===== config.mk =====
export PLATFORM = sky130hd
export DESIGN_NAME = xbar_slave_responder
export DESIGN_NICKNAME = d
export VERILOG_FILES = /design/src/rtl/xbar_pkg.sv /design/src/rtl/xbar_slv_regfile.sv /design/src/rtl/xbar_slave_responder.sv
export SDC_FILE = /design/constraint.sdc
export NUM_CORES = 1
export LEC_CHECK = 0
export ABC_AREA = 0
export CAP_MARGIN = 20
export CORE_ASPECT_RATIO = 1.25
export CORE_MARGIN = 2
export CORE_UTILIZATION = 35
export CTS_CLUSTER_DIAMETER = 30
export DETAILED_ROUTE_END_ITERATION = 8
export GPL_TIMING_DRIVEN = 0
export PLACE_DENSITY_LB_ADDON = 0.1
export SKIP_CTS_REPAIR_TIMING = 1
export SYNTH_ARGS = -nofsm -noshare
export SYNTH_HDL_FRONTEND = slang
export SYNTH_HIERARCHICAL = 1
export SYNTH_SLANG_ARGS = --single-unit

===== constraint.sdc =====
create_clock -name clk -period 8.05 [get_ports clk]
set_input_delay 0.805 -clock clk [delete_from_list [all_inputs] [get_ports clk]]
set_output_delay 0.805 -clock clk [all_outputs]
set_load 0.02 [all_outputs]

===== src/rtl/xbar_pkg.sv =====
// Shared types and constants for the crossbar slave responder.
// Used by xbar_slave_responder and xbar_slv_regfile.
package xbar_pkg;

  localparam int XBAR_DW = 32;
  localparam int XBAR_AW = 32;

  typedef enum logic [1:0] {
    IDLE = 2'd0,
    WAIT = 2'd1,
    ACK  = 2'd2
  } xbar_slv_state_t;

  localparam logic CMD_READ  = 1'b0;
  localparam logic CMD_WRITE = 1'b1;

  localparam logic [31:0] XBAR_ERR_PATTERN = 32'hDEAD_BEEF;

  function automatic int xbar_idx_w(input int depth);
    return $clog2(depth);
  endfunction

endpackage


===== src/rtl/xbar_slv_regfile.sv =====
// Local word store: DEPTH x DW flops, async active-low clear,
// one synchronous write port and one combinational read port.
module xbar_slv_regfile
  import xbar_pkg::*;
#(
  parameter int DW    = XBAR_DW,
  parameter int DEPTH = 16,
  parameter int IW    = xbar_idx_w(DEPTH)
) (
  input  logic          clk,
  input  logic          reset,
  input  logic          we,
  input  logic [IW-1:0] waddr,
  input  logic [DW-1:0] wdata,
  input  logic [IW-1:0] raddr,
  output logic [DW-1:0] rdata
);

  logic [DW-1:0] mem [DEPTH];

  always_ff @(posedge clk or negedge reset) begin
    if (!reset) begin
      for (int i = 0; i < DEPTH; i++) begin
        mem[i] <= '0;
      end
    end else if (we) begin
      mem[waddr] <= wdata;
    end
  end

  assign rdata = mem[raddr];

endmodule


===== src/rtl/xbar_slave_responder.sv =====
// Crossbar slave endpoint: captures a request, waits LATENCY cycles, then acks.
// Optional out-of-range checking against BASE with macro XBAR_SLV_ERR_EN.
module xbar_slave_responder
  import xbar_pkg::*;
#(
  parameter int          DW      = XBAR_DW,
  parameter int          AW      = XBAR_AW,
  parameter int          DEPTH   = 16,
  parameter int          LATENCY = 2,
  parameter logic [AW-1:0] BASE  = 'h4000_0000
) (
  input  logic          clk,
  input  logic          reset,
  input  logic          rreq,
  input  logic [AW-1:0] aaddr,
  input  logic          ccmd,
  input  logic [DW-1:0] wwdata,
  output logic          aack,
  output logic [DW-1:0] rrdata,
`ifdef XBAR_SLV_ERR_EN
  output logic          err,
`endif
  output logic          busy
);

  localparam int         IW     = xbar_idx_w(DEPTH);
  localparam logic [3:0] LAT_M1 = 4'(LATENCY - 1);

  xbar_slv_state_t state, state_nxt;
  logic [3:0]      cnt, cnt_nxt;

  logic [IW-1:0]   cap_idx;
  logic            cap_cmd;
  logic [DW-1:0]   cap_wdata;

  logic            in_idle;
  logic            capture;
  logic            enter_ack;
  logic [IW-1:0]   cur_idx;
  logic            cur_cmd;
  logic [DW-1:0]   cur_wdata;
  logic            cur_oor;
  logic            mem_we;
  logic [DW-1:0]   mem_rdata;
  logic [DW-1:0]   rsp_data;

  // Next-state and wait counter
  always_comb begin
    state_nxt = state;
    cnt_nxt   = cnt;
    case (state)
      IDLE: begin
        if (rreq) begin
          if (LATENCY == 0) begin
            state_nxt = ACK;
          end else begin
            state_nxt = WAIT;
            cnt_nxt   = LAT_M1;
          end
        end
      end
      WAIT: begin
        if (cnt == 4'd0) begin
          state_nxt = ACK;
        end else begin
          cnt_nxt = cnt - 4'd1;
        end
      end
      ACK:     state_nxt = IDLE;
      default: state_nxt = IDLE;
    endcase
  end

  always_ff @(posedge clk or negedge reset) begin
    if (!reset) begin
      state <= IDLE;
      cnt   <= 4'd0;
    end else begin
      state <= state_nxt;
      cnt   <= cnt_nxt;
    end
  end

  assign in_idle   = (state == IDLE);
  assign capture   = in_idle && rreq;
  assign enter_ack = (state_nxt == ACK);

  // With LATENCY=0 ACK is entered on the capture edge, so the live inputs
  // must be used instead of the (not yet loaded) capture registers.
  assign cur_idx   = in_idle ? aaddr[2 +: IW] : cap_idx;
  assign cur_cmd   = in_idle ? ccmd           : cap_cmd;
  assign cur_wdata = in_idle ? wwdata         : cap_wdata;

`ifdef XBAR_SLV_ERR_EN
  localparam logic [AW-1:0] UPPER_MASK = {AW{1'b1}} << (2 + IW);

  logic live_oor;
  logic cap_oor;
  logic unused_addr_bits;

  assign live_oor         = |((aaddr ^ BASE) & UPPER_MASK);
  assign cur_oor          = in_idle ? live_oor : cap_oor;
  assign unused_addr_bits = ^aaddr[1:0];

  always_ff @(posedge clk) begin
    if (capture) begin
      cap_oor <= live_oor;
    end
  end

  always_ff @(posedge clk or negedge reset) begin
    if (!reset) begin
      err <= 1'b0;
    end else begin
      err <= enter_ack && cur_oor;
    end
  end
`else
  logic unused_addr_bits;

  assign cur_oor          = 1'b0;
  assign unused_addr_bits = ^{aaddr[1:0], aaddr[AW-1:2+IW], BASE};
`endif

  // Request capture: data path, no reset needed
  always_ff @(posedge clk) begin
    if (capture) begin
      cap_idx   <= aaddr[2 +: IW];
      cap_cmd   <= ccmd;
      cap_wdata <= wwdata;
    end
  end

  assign mem_we = enter_ack && (cur_cmd == CMD_WRITE) && !cur_oor;

  xbar_slv_regfile #(
    .DW    (DW),
    .DEPTH (DEPTH),
    .IW    (IW)
  ) u_regfile (
    .clk   (clk),
    .reset (reset),
    .we    (mem_we),
    .waddr (cur_idx),
    .wdata (cur_wdata),
    .raddr (cur_idx),
    .rdata (mem_rdata)
  );

  always_comb begin
    rsp_data = mem_rdata;
    if (cur_oor) begin
      rsp_data = DW'(XBAR_ERR_PATTERN);
    end else if (cur_cmd == CMD_WRITE) begin
      rsp_data = cur_wdata;
    end
  end

  // Response register: loaded on ACK entry, held otherwise
  always_ff @(posedge clk or negedge reset) begin
    if (!reset) begin
      rrdata <= '0;
    end else if (enter_ack) begin
      rrdata <= rsp_data;
    end
  end

  assign aack = (state == ACK);
  assign busy = (state != IDLE);

endmodule


-- Yosys cells after proc, flatten, opt, wreduce, memory -nomap -nowiden
Cells that the tools add are included.
W data, S select, Z words.
- magnitude comparators: 2
- add/subtract/negate cells: 1
- mux-type cells: 16
- reduce and logical (&&, ||, !) cells: 8
- eq/ne operators: 5
- bitwise operators: 1
- operators by type and width (kind ; count):
    $bwmux W512 ; 1
    $mux W32 ; 5
    $bmux W32 S4 ; 1
    $demux W32 S4 ; 1
    $mux W4 ; 3
    $pmux W4 S2 ; 1
    $ge A5 B5 Y1 const B ; 1
    $lt A5 B1 Y1 const B ; 1
    $not A4 Y5 ; 1
    $eq A2 B2 Y1 const B ; 2
    $logic_not A4 Y1 ; 1
    $mux W2 ; 2
    $ne A2 B2 Y1 const B ; 2
    $pmux W2 S2 ; 1
    $reduce_bool A2 Y1 ; 2
    $sub A4 B1 Y4 const B ; 1
    $logic_and A1 B1 Y1 ; 3
    $reduce_and A3 Y1 ; 1
    $eq A2 B1 Y1 const B ; 1
    $logic_not A2 Y1 ; 1
    $mux W1 ; 1
- input port bits: 68
- flip-flop bits (word level): 587
- word-level logic and storage cells: 55

-- Longest topological paths before layout
- depth after elaboration: 8
- depth in mapped cells: 12
- mapped depth without buffers: 8

-- By module
The synthesis kept the hierarchy.
- by module, submodules not included (module ; cells an instance ; area an instance (um2) ; seq. area each (um2) ; instances):
    xbar_slv_regfile ; 1404 ; 22774.3 ; 12812.3 ; 1
    xbar_slave_responder ; 219 ; 3629.7 ; 2062.0 ; 1

-- Least setup slack after synthesis
No wires, ideal clock.
- path type: flip-flop to flip-flop
- start point: register state[1]
- end point: register rrdata[30]
- path slack: 4.783 ns
- setup time: 0.125 ns
- path buffers: 3
- clock period less this slack: 3.267 ns
- arrival time: 3.141 ns
- required time: 7.925 ns
- cell stages (with the launch flop): 12
- cells stage by stage: dfrtp_1 > nor2_1 > buf_2 > mux2_2 > buf_2 > buf_2 > mux4_2 > a22oi_1 > nand2_1 > or4_1 > o311a_1 > mux2_4
- word-level cells in the longest chain between the ends: 7
- elaborated cells on any way between the ends: 14
- RTL lines (item ; RTL line ; RTL):
    start, declared ; xbar_slave_responder.sv:29 ; xbar_slv_state_t state, state_nxt;
    start signal, assigned ; xbar_slave_responder.sv:79 ; state <= state_nxt;
    $logic_not A2 Y1 ; xbar_slave_responder.sv:84 ; assign in_idle = (state == IDLE);
    $mux W4 ; xbar_slave_responder.sv:90 ; assign cur_idx = in_idle ? aaddr[2 +: IW] : cap_idx;
    via cur_idx[0] ; xbar_slave_responder.sv:39 ; logic [IW-1:0] cur_idx;
    $not A4 Y5 (implied by the code) ; xbar_slv_regfile.sv:31 ; assign rdata = mem[raddr];
    $bmux W32 S4 ; xbar_slv_regfile.sv:31 ;
    $mux W32 (implied by the code) (2 in series) ; xbar_slv_regfile.sv:31 ;
    via mem_rdata[30] ; xbar_slave_responder.sv:44 ; logic [DW-1:0] mem_rdata;
    $mux W32 ; xbar_slave_responder.sv:154 ; end else if (cur_cmd == CMD_WRITE) begin
    end signal, assigned ; xbar_slave_responder.sv:164 ; rrdata <= rsp_data;
    end, declared ; xbar_slave_responder.sv:19 ; output logic [DW-1:0] rrdata,
The timed path passes the listed nets, and every way through them passes these cells. The select of a mux whose other input is x is not followed.
A chain may end at the register's enable or synchronous reset.

-- Final worst setup path
Same ends and word-level chain as after synthesis.

==> impl_metrics.py <==
metrics = {
    "critical_path": {
        "slowest_delay_ns": 0.82,
        "crit_chain": "nor2_1 -> buf_2 -> mux2_2 -> clkbuf_1 -> clkbuf_1 -> mux4_2 -> a22oi_1 -> nand2_1 -> or4_1 -> o311a_1 -> mux2_4",
        "crit_arrival_ns": 5.09,
        "path_delay_family": "buffers and inverters",
        "critPathRequiredTime_ns": 8.63,
        "endpoint_kind": "register",
        "startpoint_type": "register",
        "crit_fanout": 10,
        "r2r_end": "rrdata[30]$_DFFE_PN0N_",
        "reg2regPathDepth": 11,
        "ff2ff_setup_slack_ns": 3.54,
        "cp_slowest_cell": "clkbuf_1",
        "r2r_start": "state[1]$_DFF_PN0_",
        "critPathKind": "reg -> reg",
        "worst-path-buf-inv": 3,
        "critPathMostFrequentCell": "clkbuf_1",
    },
    "synth": {
        "synth_adder_area_share_pct": 0.0948,
        "ys_async_sr_fraction_pct": 93.7,
        "ys_types": 35,
        "syn_area_mm2": 0.0264,
        "synth_edf_count": 37,
        "yosysWarnings": 6,
        "yosys_most_used_dff": "dfrtp_1",
        "synth.ff_latch_count": 587,
        "syn_area_per_cell_um2": 16.3,
        "synthCells": 1623,
        "synth.area.top_cells": "dfrtp_1 (52%), mux2_2 (25%), mux4_2 (11%)",
        "synth_xor_area_share_pct": 0,
        "synth.top_cell.area_share_pct": 52.1,
        "post-synth-top-count-cell": "mux2_2",
        "synth_simple_gate_area_share_pct": 1.52,
        "synth.top_cells.by_count": "mux2_2 (581), dfrtp_1 (550), mux4_2 (128)",
        "synth_top_family_by_area": "multiplexers",
        "synth_compound_area_share_pct": 2.03,
        "synth_fp_nets": 1693,
        "yosysSeqAreaShare_pct": 56.3,
        "yosysTopAreaCell": "dfrtp_1",
        "synthMuxAreaShare_pct": 37.4,
    },
    "clock_tree": {
        "clk_latency_ns": 0.71,
        "cts_tree": "built",
        "cts_buffer_depth": 3,
        "ctsHtreeMaxLevel": 4,
        "clock_sinks": 587,
        "clk_pin_slew_worst_paths_ns": 0.04,
        "root_buffer": "clkbuf_16",
        "cts_made_buffers": 140,
    },
    "pwr": {
        "power_frac_comb_pct": 28.3,
        "power.density_mw_per_mm2": 454,
        "clkPwrFrac_pct": 38.3,
        "seqPwrFrac_pct": 33.4,
        "vdd_drop_max_uv": 205,
        "swShare_pct": 29.4,
        "leakage_uw": 0.0155,
        "p_switching_uw": 4490,
        "cell_internal_pwr_uw": 10800,
    },
    "cells_and_area": {
        "syn_to_final_growth_pct": 27.2,
        "drive_above_1_share_pct": 53.9,
        "nets": 1921,
        "n_antenna_cell": 0,
        "final.fill_count": 6664,
        "final_cells": 2934,
    },
    "routing": {
        "vias": 15500,
        "drc": 0,
        "avgRoutedWirePerCell_um": 26.4,
        "drt-total-wl_mm": 77.5,
        "ant_nets": 0,
        "first_pass_iters": 5,
        "avgViaCountPerCell": 5.27,
        "drt-initial-drc-count": 893,
    },
    "sta": {
        "hold_violations": 0,
        "period_needed_ns": 4.51,
        "slew_headroom_pct": 22.7,
        "finalSetupViolCount": 0,
        "finalMaxSlewViolations": 0,
        "fmax_mhz": 222,
        "rsz0062_at_grt": "false",
        "clock_skew_ns": 0.0250,
        "period_share_pct": 56.1,
        "tightestPinTransition_ns": 1.16,
        "setup-tns-final_ns": 0,
    },
    "floorplan": {
        "die_h_um": 311,
        "ios": 102,
        "placeableCoreArea_mm2": 0.0747,
        "num_rows": 112,
        "initial_core_util_pct": 35.4,
        "die_width_um": 250,
        "die-area_mm2": 0.0777,
    },
    "outcome": {
        "run_status": "complete, no violations",
    },
    "placement": {
        "dp.cells": 2678,
        "port_buffers": 73,
        "hpwl_mm": 50.8,
        "routabilityCongestion": 0.770,
    },
    "global_route": {
        "gr-total-overflow": 0,
        "grtUsageTotal_pct": 20.4,
        "grt_pass1_wl_mm": 116,
        "antenna_found_initial": 0,
        "grt_max_degree": 107,
        "grt_pass1_vias": 17300,
    },
    "flow_run": {
        "drv_cap": 0,
    },
    "hold_path": {
        "hp-class": "in -> async",
    },
}
==> how the worst max path moves through the flow <==
stage | from | cells after the start | to
final | state[1]$_DFF_PN0_ | 11 | rrdata[30]$_DFFE_PN0N_
after global routing | state[1]$_DFF_PN0_ | 11 | rrdata[30]$_DFFE_PN0N_
after CTS | state[1]$_DFF_PN0_ | 11 | rrdata[30]$_DFFE_PN0N_
after detailed placement | aaddr[3] | 10 | rrdata[30]$_DFFE_PN0N_
after global placement | reset | 1 | rrdata[23]$_DFFE_PN0N_
after floorplan | state[1]$_DFF_PN0_ | 11 | rrdata[30]$_DFFE_PN0N_
==> per-layer routing <==
metal,GRT usage (%),vias up,routed length (µm)
li1,-,6608,-
met3,4.31,143,2550
met5,0,-,0
met2,34.6,354,39400
met4,8.72,0,2780
met1,25.1,8358,32800
==> per-stage QoR <==
step	util (%)	hold slack (ns)	setup slack [ns]	area [µm²]	total power, µW
after floorplan	-	0.459	4.78	26400	7960
after global placement	38.0	0.474	-18.62	28300	9340
after detailed placement	38.3	0.491	3.29	28600	9510
after CTS	45.0	-0.00656	3.49	33600	15400
after global routing	45.0	0.0127	3.35	33600	16000
final	45.0	0.0153	3.54	33600	15200
==> power by group through the flow <==
stage | registers (µW) | logic (µW) | clock network (µW)
2_1_floorplan | 4960 | 3000 | 0
3_3_place_gp | 5100 | 4240 | 0
3_5_place_dp | 5130 | 4380 | 0
4_1_cts | 5090 | 4400 | 5950
5_1_grt | 5270 | 4620 | 6130
6_report | 5100 | 4320 | 5830
==> cells in the final DEF, fill, tap and decap left out, drive strengths merged, types with 5 or more instances in the layout <==
master         instances
mux2                 612
dfrtp                550
clkbuf               260
mux4                 128
buf                   86
clkdlybuf4s50         72
a22oi                 64
edfxtp                37
nand2                 36
clkinv                35
bufinv                17
inv                   11
nor3                   9
nor2                   8
clkinvlp               5
==> flip-flops by register name, summed over array words and instances (netlist names) <==
register       cells
cap_wdata         32
cap_cmd            1
u_regfile/mem    512
rrdata            32
cnt                4
cap_idx            4
state              2
==> logic make-up after synthesis <==
family / after synthesis
AOI/OAI and AO/OA: 71
adders and majority gates: 2
buffers and inverters: 144
DFF: 587
muxes: 740
and+or+nand+nor: 79
==> area by class of cell <==
type	count	area, µm²	share of cell area (%)
flip-flops and latches	587	14900	44.3
multi-input cells	892	10800	32.3
clock buffers	192	4050	12.0
well taps	969	1210	3.61
repair buffers	86	1010	3.00
clock inverters	64	910	2.71
plain buffers	140	673	2.00
inverters	4	15.0	0.0447
Power figures use the tool's default switching activity.
